==> src/rtl/ttl_dec.sv <==
// IPv4 TTL-decrement stage with a one-beat output register and checksum-offload sideband.
// Optional macro TTL_DEC_DROP_CNT_EN builds the saturating drop counter; otherwise drop_count is tied to 0.
module ttl_dec #(
    parameter int DATA_WIDTH      = 600,
    parameter int EMPTY_WIDTH     = $clog2(DATA_WIDTH / 8),
    parameter int CHANNEL_WIDTH   = 6,
    parameter int ERROR_WIDTH     = 4,
    parameter int AVST_ADDR_WIDTH = 9,
    parameter int CNT_WIDTH       = 32
) (
    input  logic                       clk,
    input  logic                       rst,
    input  logic [DATA_WIDTH-1:0]      stream_in_data,
    input  logic [EMPTY_WIDTH-1:0]     stream_in_empty,
    input  logic                       stream_in_valid,
    output logic                       stream_in_ready,
    input  logic                       stream_in_startofpacket,
    input  logic                       stream_in_endofpacket,
    input  logic [CHANNEL_WIDTH-1:0]   stream_in_channel,
    input  logic [ERROR_WIDTH-1:0]     stream_in_error,
    output logic [DATA_WIDTH-1:0]      stream_out_data,
    output logic [EMPTY_WIDTH-1:0]     stream_out_empty,
    output logic                       stream_out_valid,
    input  logic                       stream_out_ready,
    output logic                       stream_out_startofpacket,
    output logic                       stream_out_endofpacket,
    output logic [CHANNEL_WIDTH-1:0]   stream_out_channel,
    output logic [ERROR_WIDTH-1:0]     stream_out_error,
    output logic                       csum_enable,
    output logic [AVST_ADDR_WIDTH-1:0] csum_start,
    output logic [AVST_ADDR_WIDTH-1:0] csum_offset,
    output logic [CNT_WIDTH-1:0]       drop_count
);

    localparam int ETYPE_MSB = DATA_WIDTH - 97;
    localparam int TTL_MSB   = DATA_WIDTH - 177;
    localparam logic [AVST_ADDR_WIDTH-1:0] CSUM_START  = AVST_ADDR_WIDTH'(DATA_WIDTH - 272);
    localparam logic [AVST_ADDR_WIDTH-1:0] CSUM_OFFSET = AVST_ADDR_WIDTH'(DATA_WIDTH - 208);

    typedef enum logic [1:0] {IDLE, FWD, DROP} state_t;

    state_t                     r_state;
    logic [DATA_WIDTH-1:0]      r_out_data;
    logic [EMPTY_WIDTH-1:0]     r_out_empty;
    logic                       r_out_valid;
    logic                       r_out_sop;
    logic                       r_out_eop;
    logic [CHANNEL_WIDTH-1:0]   r_out_channel;
    logic [ERROR_WIDTH-1:0]     r_out_error;
    logic                       r_csum_enable;
    logic [AVST_ADDR_WIDTH-1:0] r_csum_start;
    logic [AVST_ADDR_WIDTH-1:0] r_csum_offset;

    logic                  w_in_ready;
    logic                  w_in_fire;
    logic                  w_out_fire;
    logic                  w_is_ipv4;
    logic [7:0]            w_ttl;
    logic                  w_expired;
    logic                  w_new_pkt;
    logic                  w_load;
    logic [DATA_WIDTH-1:0] w_load_data;

    // While discarding a packet the output register is untouched, so input never needs to stall.
    assign w_in_ready = (r_state == DROP) || !r_out_valid || stream_out_ready;
    assign w_in_fire  = stream_in_valid && w_in_ready;
    assign w_out_fire = r_out_valid && stream_out_ready;
    assign w_is_ipv4  = (stream_in_data[ETYPE_MSB -: 16] == 16'h0800);
    assign w_ttl      = stream_in_data[TTL_MSB -: 8];
    assign w_expired  = w_is_ipv4 && (w_ttl < 8'd2);
    assign w_new_pkt  = w_in_fire && stream_in_startofpacket && (r_state != DROP);
    assign w_load     = w_new_pkt ? !w_expired : (w_in_fire && (r_state == FWD));

    // NOTE: every signal assigned in always_comb gets a default first, otherwise a latch is inferred.
    always_comb begin
        w_load_data = stream_in_data;
        if (w_new_pkt && w_is_ipv4) begin
            w_load_data[TTL_MSB -: 8] = w_ttl - 8'd1;
        end
    end

    // NOTE: sequential state uses non-blocking assignments so all registers update from pre-edge values.
    always_ff @(posedge clk or posedge rst) begin
        if (rst) begin
            r_state       <= IDLE;
            r_out_data    <= '0;
            r_out_empty   <= '0;
            r_out_valid   <= 1'b0;
            r_out_sop     <= 1'b0;
            r_out_eop     <= 1'b0;
            r_out_channel <= '0;
            r_out_error   <= '0;
            r_csum_enable <= 1'b0;
            r_csum_start  <= '0;
            r_csum_offset <= '0;
        end else begin
            if (w_out_fire) begin
                r_out_valid   <= 1'b0;
                r_csum_enable <= 1'b0;
            end

            if (w_load) begin
                r_out_valid   <= 1'b1;
                r_out_data    <= w_load_data;
                r_out_empty   <= stream_in_empty;
                r_out_sop     <= stream_in_startofpacket;
                r_out_eop     <= stream_in_endofpacket;
                r_out_channel <= stream_in_channel;
                r_out_error   <= stream_in_error;
                r_csum_enable <= w_new_pkt && w_is_ipv4;
                if (w_new_pkt && w_is_ipv4) begin
                    r_csum_start  <= CSUM_START;
                    r_csum_offset <= CSUM_OFFSET;
                end
            end

            if (w_new_pkt) begin
                if (stream_in_endofpacket) begin
                    r_state <= IDLE;
                end else begin
                    r_state <= w_expired ? DROP : FWD;
                end
            end else if (w_in_fire && stream_in_endofpacket && (r_state != IDLE)) begin
                r_state <= IDLE;
            end
        end
    end

`ifdef TTL_DEC_DROP_CNT_EN
    logic                 w_drop_done;
    logic [CNT_WIDTH-1:0] r_drop_count;

    assign w_drop_done = w_in_fire && stream_in_endofpacket &&
                         ((r_state == DROP) || (w_new_pkt && w_expired));

    always_ff @(posedge clk or posedge rst) begin
        if (rst) begin
            r_drop_count <= '0;
        end else if (w_drop_done && (r_drop_count != '1)) begin
            r_drop_count <= r_drop_count + CNT_WIDTH'(1);
        end
    end

    assign drop_count = r_drop_count;
`else
    assign drop_count = '0;
`endif

    assign stream_in_ready          = w_in_ready;
    assign stream_out_data          = r_out_data;
    assign stream_out_empty         = r_out_empty;
    assign stream_out_valid         = r_out_valid;
    assign stream_out_startofpacket = r_out_sop;
    assign stream_out_endofpacket   = r_out_eop;
    assign stream_out_channel       = r_out_channel;
    assign stream_out_error         = r_out_error;
    assign csum_enable              = r_csum_enable;
    assign csum_start               = r_csum_start;
    assign csum_offset              = r_csum_offset;

endmodule

==> config.mk <==
export PLATFORM = sky130hd
export DESIGN_NAME = ttl_dec
export DESIGN_NICKNAME = d
export VERILOG_FILES = /design/src/rtl/ttl_dec.sv
export SDC_FILE = /design/constraint.sdc
export NUM_CORES = 1
export LEC_CHECK = 0
export BUFFER_PORTS_ARGS = -buffer_cell sky130_fd_sc_hd__buf_4
export CORE_AREA = 5 5 505 507
export DETAILED_ROUTE_END_ITERATION = 12
export DIE_AREA = 0 0 510 512
export SYNTH_ARGS = -nofsm -noshare
export SYNTH_HDL_FRONTEND = slang
export SYNTH_SLANG_ARGS = --single-unit
==> constraint.sdc <==
create_clock -name clk -period 20.2 [get_ports clk]
set_clock_uncertainty 0.15 [all_clocks]
set_input_delay 1.01 -clock clk [delete_from_list [all_inputs] [get_ports clk]]
set_output_delay 1.01 -clock clk [all_outputs]
set_load 0.02 [all_outputs]
Yosys cells after proc, flatten, opt, wreduce, memory -nomap -nowiden
Index checks and enable logic that the tools add are counted.
Storage, ports and cells
  flip-flop bits (word level): 624
  input bits: 623
  output and inout bits: 672
Cells by class
  add/sub/neg operators: 1
  order comparisons: 1
  equal/unequal tests: 4
  muxes and demuxes: 9
  reduce and logical (&&, ||, !) cells: 17
Operators by type and width (count)
  $eq 16x12->1 const B: 1
  $logic_and 1x1->1: 9
  $lt 8x2->1 const B: 1
  $mux 2: 4
  $mux 8: 1
  $sub 8x1->8 const B: 1
  $reduce_bool 2->1: 3
  $mux 1: 4
  $eq 2x1->1 const B: 1
  $eq 2x2->1 const B: 1
  $logic_not 1->1: 2
  $logic_or 1x1->1: 2
  $ne 2x2->1 const B: 1
  $reduce_and 2->1: 1

Logic depth before layout (Yosys ltp)
  depth in word-level cells: 8
  gate-level depth with buffers: 9
  depth with buffers taken out: 6

Worst setup path before layout
Ideal clock, no wire load.
  kind: input to register
  start: input stream_in_data[491]
  end: register r_out_data[419], in the netlist stream_out_data[419]
  library setup time: 0.121 ns
  arrival: 2.735 ns
  path slack: 17.195 ns
  stages: 6
  path buffers: 1
  cell sequence: or4_1 or4_1 buf_2 nor4_1 xnor2_1 o21ai_2
On the way
  word-level cells in the longest chain between the ends: 4
Ends and longest elaborated chain
  start, declared: line 13  | input logic [DATA_WIDTH-1:0] stream_in_data,
  $eq 16x12->1 (*): line 68  | assign w_is_ipv4 = (stream_in_data[ETYPE_MSB -: 16] == 16'h0800);
  $logic_and 1x1->1: line 70  | assign w_expired = w_is_ipv4 && (w_ttl < 8'd2);
  $logic_not 1->1: line 72  | assign w_load = w_new_pkt ? !w_expired : (w_in_fire && (r_state == FWD));
  $mux 1: line 72
  end signal, assigned: line 104  | r_out_data <= w_load_data;
  end, declared: line 43  | logic [DATA_WIDTH-1:0] r_out_data;
Every way passes the cells marked *; elsewhere a longest branch is shown, timed or not.
A chain may end at the register's enable or synchronous reset.

Final worst setup path
  start: input stream_in_data[491]
  end: register r_out_data[357], in the netlist stream_out_data[357]
On the way
  word-level cells in the longest chain between the ends: 4
Ends and longest elaborated chain (line)
  $eq 16x12->1: 68
  $logic_and 1x1->1: 70
  $logic_not 1->1: 72
  $mux 1: 72
No other way between the ends.

==> impl_metrics.yaml <==
status:
  outcome: "finished clean"
global_routing:
  grt_pass1_wl_um: 227200
  grt_pass1_vias: 23310
  grt_max_degree: 126
  grtUsageTotal_pct: 13.11
  antenna_found_initial: 112
  gr-total-overflow: 0
detailed_routing:
  routed_wl_um: 178900
  wire_per_inst_um: 24.25
  drtIter0Drc: 1308
  drc: 0
  drt_pass1_iterations: 5
  vias_per_cell: 3.105
  drtAntennaViolNets: 0
  vias: 22908
cells_and_area:
  syn_to_final_growth_pct: 65.55
  fin_area_mm2: 0.03974
  layout.nets: 4558
  final_layout_size_suffix_gt1_share_pct: 35.52
power_and_ir_drop:
  irDropWorstVdd_uv: 61.15
  p_per_area_mw_per_mm2: 124.1
  p_leak_nw: 20.81
timing:
  finalCriticalPeriod_ns: 5.965
  hold_viol_final: 0
  post-route-period-util_pct: 29.53
  tns_ns: 0
  maxSlewViolCount: 0
  maxSlewHeadroom_pct: 29.51
  worstMarginPinSlew_ns: 1.057
  timing.fmax_ghz: 0.1676
  rsz0062_at_grt: "false"
  setup_violations: 0
floorplan:
  io_pins: 1295
  initial_core_util_pct: 9.602
  die_w_um: 510
  dieArea_mm2: 0.2611
  fp-row-count: 184
  die_h_um: 512
  core-area_mm2: 0.2500
synth:
  yosys_warnings: 0
  synthesis.area_mm2: 0.02401
  ys_types: 36
  ys.flop_type: "dfrtp_1"
  ys_ff_latch: 624
  avgSynthCellArea_um2: 8.836
  synth_area_leader_cell: "dfrtp_1"
  syn_inst: 2717
  synthTopCellsByArea: "dfrtp_1 (65%), nand2_1 (29%), buf_4 (2.3%), clkbuf_1 (1.0%), buf_2 (1.0%)"
  synth_common_cells: "nand2_1 (1,843), dfrtp_1 (624), buf_4 (72), clkbuf_1 (67), buf_2 (49)"
  synth_top_area_share_pct: 65.04
  synth_edf_count: 0
  post-synth-top-count-cell: "nand2_1"
  ys_seq_area_share_pct: 65.04
  synthArstFlopShare_pct: 100.0
clock_tree:
  cts_post_setup_buffers_inserted: 0
  clock_latency_ns: 0.71
  clock_sinks: 624
  ctsHoldBuffers: 0
  cts_tree: "done"
  ctsHtreeMaxLevel: 3
  cts_inserted_buffers: 84
  post_cts_resized: 0
  cts.path.max_buffers: 3
  clk_pin_slew_worst_paths_ns: 0.06
  clockRootBuffer: "clkbuf_16"
setup_path:
  path_class: "primary input to flop"
  r2r_start: "stream_out_valid"
  reg2reg_to: "stream_out_data[357]"
  path_max_fanout: 92
  startpoint_type: "primary input"
  cpPeakStageDelay_ns: 0.87
  cp_top_family: "buffers and inverters"
  r2r_slack_ns: 14.97
  cp_num_buf_inv: 5
  worstPathRequired_ns: 20.67
  reg2reg_depth: 9
  cp_cell_sequence: "buf_4 -> or4_1 -> nor4_2 -> a311o_2 -> buf_4 -> buf_4 -> buf_4 -> buf_4 -> nand2_1 -> nand2_1"
  slowest_stage: "buf_4"
  critPathMostFrequentCell: "buf_4"
  arrival_ns: 6.44
  endpoint_kind: "flop"
run:
  cap_violations: 0
place:
  portBuffers: 1250
  placed_cell_area_mm2: 0.03695
  hpwl_um: 151400
  gp_congestion: 0.9032
worst_hold_path:
  hold_class: "primary input to asynchronous set/reset pin"
registers in the layout, summed over array words and instances, names as in the netlist:
register,cells
csum_enable,1
csum_start,1
r_state,2
stream_out_channel,6
stream_out_data,600
stream_out_empty,7
stream_out_endofpacket,1
stream_out_error,4
stream_out_startofpacket,1
stream_out_valid,1
worst register-to-register path, cell delays in order (launching register included):
cell      delay (ns)
dfrtp_1         0.39
nand2b_1        0.25
o21ai_0         0.62
a311o_2         0.53
buf_4           0.64
buf_4           0.88
buf_4           0.63
buf_4           0.73
nand2_1         0.22
nand2_1         0.10
how the worst max path moves through the flow:
stage | to | slack [ns] | from | cells past startpoint
CTS | stream_out_data[325] | 14.21 | stream_in_data[491] | 10
detailed placement | stream_out_data[357] | 13.40 | stream_in_data[491] | 10
global placement | stream_out_data[337] | 13.48 | stream_in_data[491] | 10
global route | stream_out_data[366] | 13.85 | stream_in_data[491] | 10
finish | stream_out_data[357] | 14.23 | stream_in_data[491] | 10
floorplan | csum_enable | 1.56 | rst | 1
kinds of logic (layout without fill, tap and decap cells):
kind of cell | count (synthesis) | in the layout | synth area share, %
buf+inv | 191 | 1429 | 4.368
other cells | 1 | 76 | 0.01562
mux | 2 | 2 | 0.08860
flops | 624 | 624 | 65.04
fa+ha+maj | 1 | 1 | 0.05211
xor+xnor | 7 | 7 | 0.2554
simple gates | 1873 | 1873 | 29.68
compound gates | 18 | 18 | 0.4952
layout make-up:
| class | instances | area (µm²) |
|---|---|---|
| Timing Repair Buffer | 1276 | 9604 |
| Inverter | 3 | 18.77 |
| Fill cell | 28458 | 210300 |
| Sequential cell | 624 | 15620 |
| Clock inverter | 33 | 315.3 |
| Clock buffer | 117 | 2397 |
| Antenna cell | 32 | 80.08 |
| Multi-Input combinational cell | 1945 | 7523 |
| Tap cell | 3348 | 4189 |
cells in the final DEF (no fill, tap or decap), drive strengths merged, types with 2 or more instances in the layout:
| cell type | netlist | routed |
|---|---|---|
| nand2 | 1843 | 1843 |
| buf | 121 | 1276 |
| dfrtp | 624 | 624 |
| clkbuf | 67 | 117 |
| conb | 1 | 44 |
| diode | 0 | 32 |
| clkinv | 0 | 15 |
| inv | 3 | 11 |
| o21ai | 11 | 11 |
| clkinvlp | 0 | 8 |
| nand2b | 7 | 7 |
| or4 | 7 | 7 |
| xnor2 | 5 | 5 |
| nor4 | 5 | 5 |
| xor2 | 2 | 2 |
| nand4 | 2 | 2 |
| a21oi | 2 | 2 |
| bufinv | 0 | 2 |
| nor2 | 2 | 2 |
where the power goes:
group,internal (mW),switching [mW],total (mW)
Combinational,0.558,1.15,1.70
Sequential,1.54,0.183,1.72
Clock,0.859,0.652,1.51
per-layer routing:
| metal | GRT usage [%] | vias to the layer above | part of all wire, % |
|---|---|---|---|
| met5 | 0 | - | 0.16 |
| met1 | 13.26 | 10700 | 35 |
| met4 | 5.642 | 46 | 4.4 |
| met2 | 18.74 | 1235 | 41 |
| li1 | - | 10612 | - |
| met3 | 11.84 | 315 | 20 |
per-stage QoR:
step / utilization (%) / hold slack, ns / cells / power, mW / setup WS, ns
final: 15.90 / 0.2098 / 7378 / 4.934 / 14.23
after global placement: 14.78 / 0.3092 / 7196 / 3.474 / 13.48
after floorplan: - / 0.3573 / 2760 / 2.399 / 1.565
after detailed placement: 14.78 / 0.3130 / 7196 / 3.482 / 13.40
after CTS: 15.86 / 0.1068 / 7346 / 5.053 / 14.21
after global routing: 15.88 / 0.1712 / 7366 / 5.246 / 13.85
Note: power is estimated with default switching activity, not from simulation.
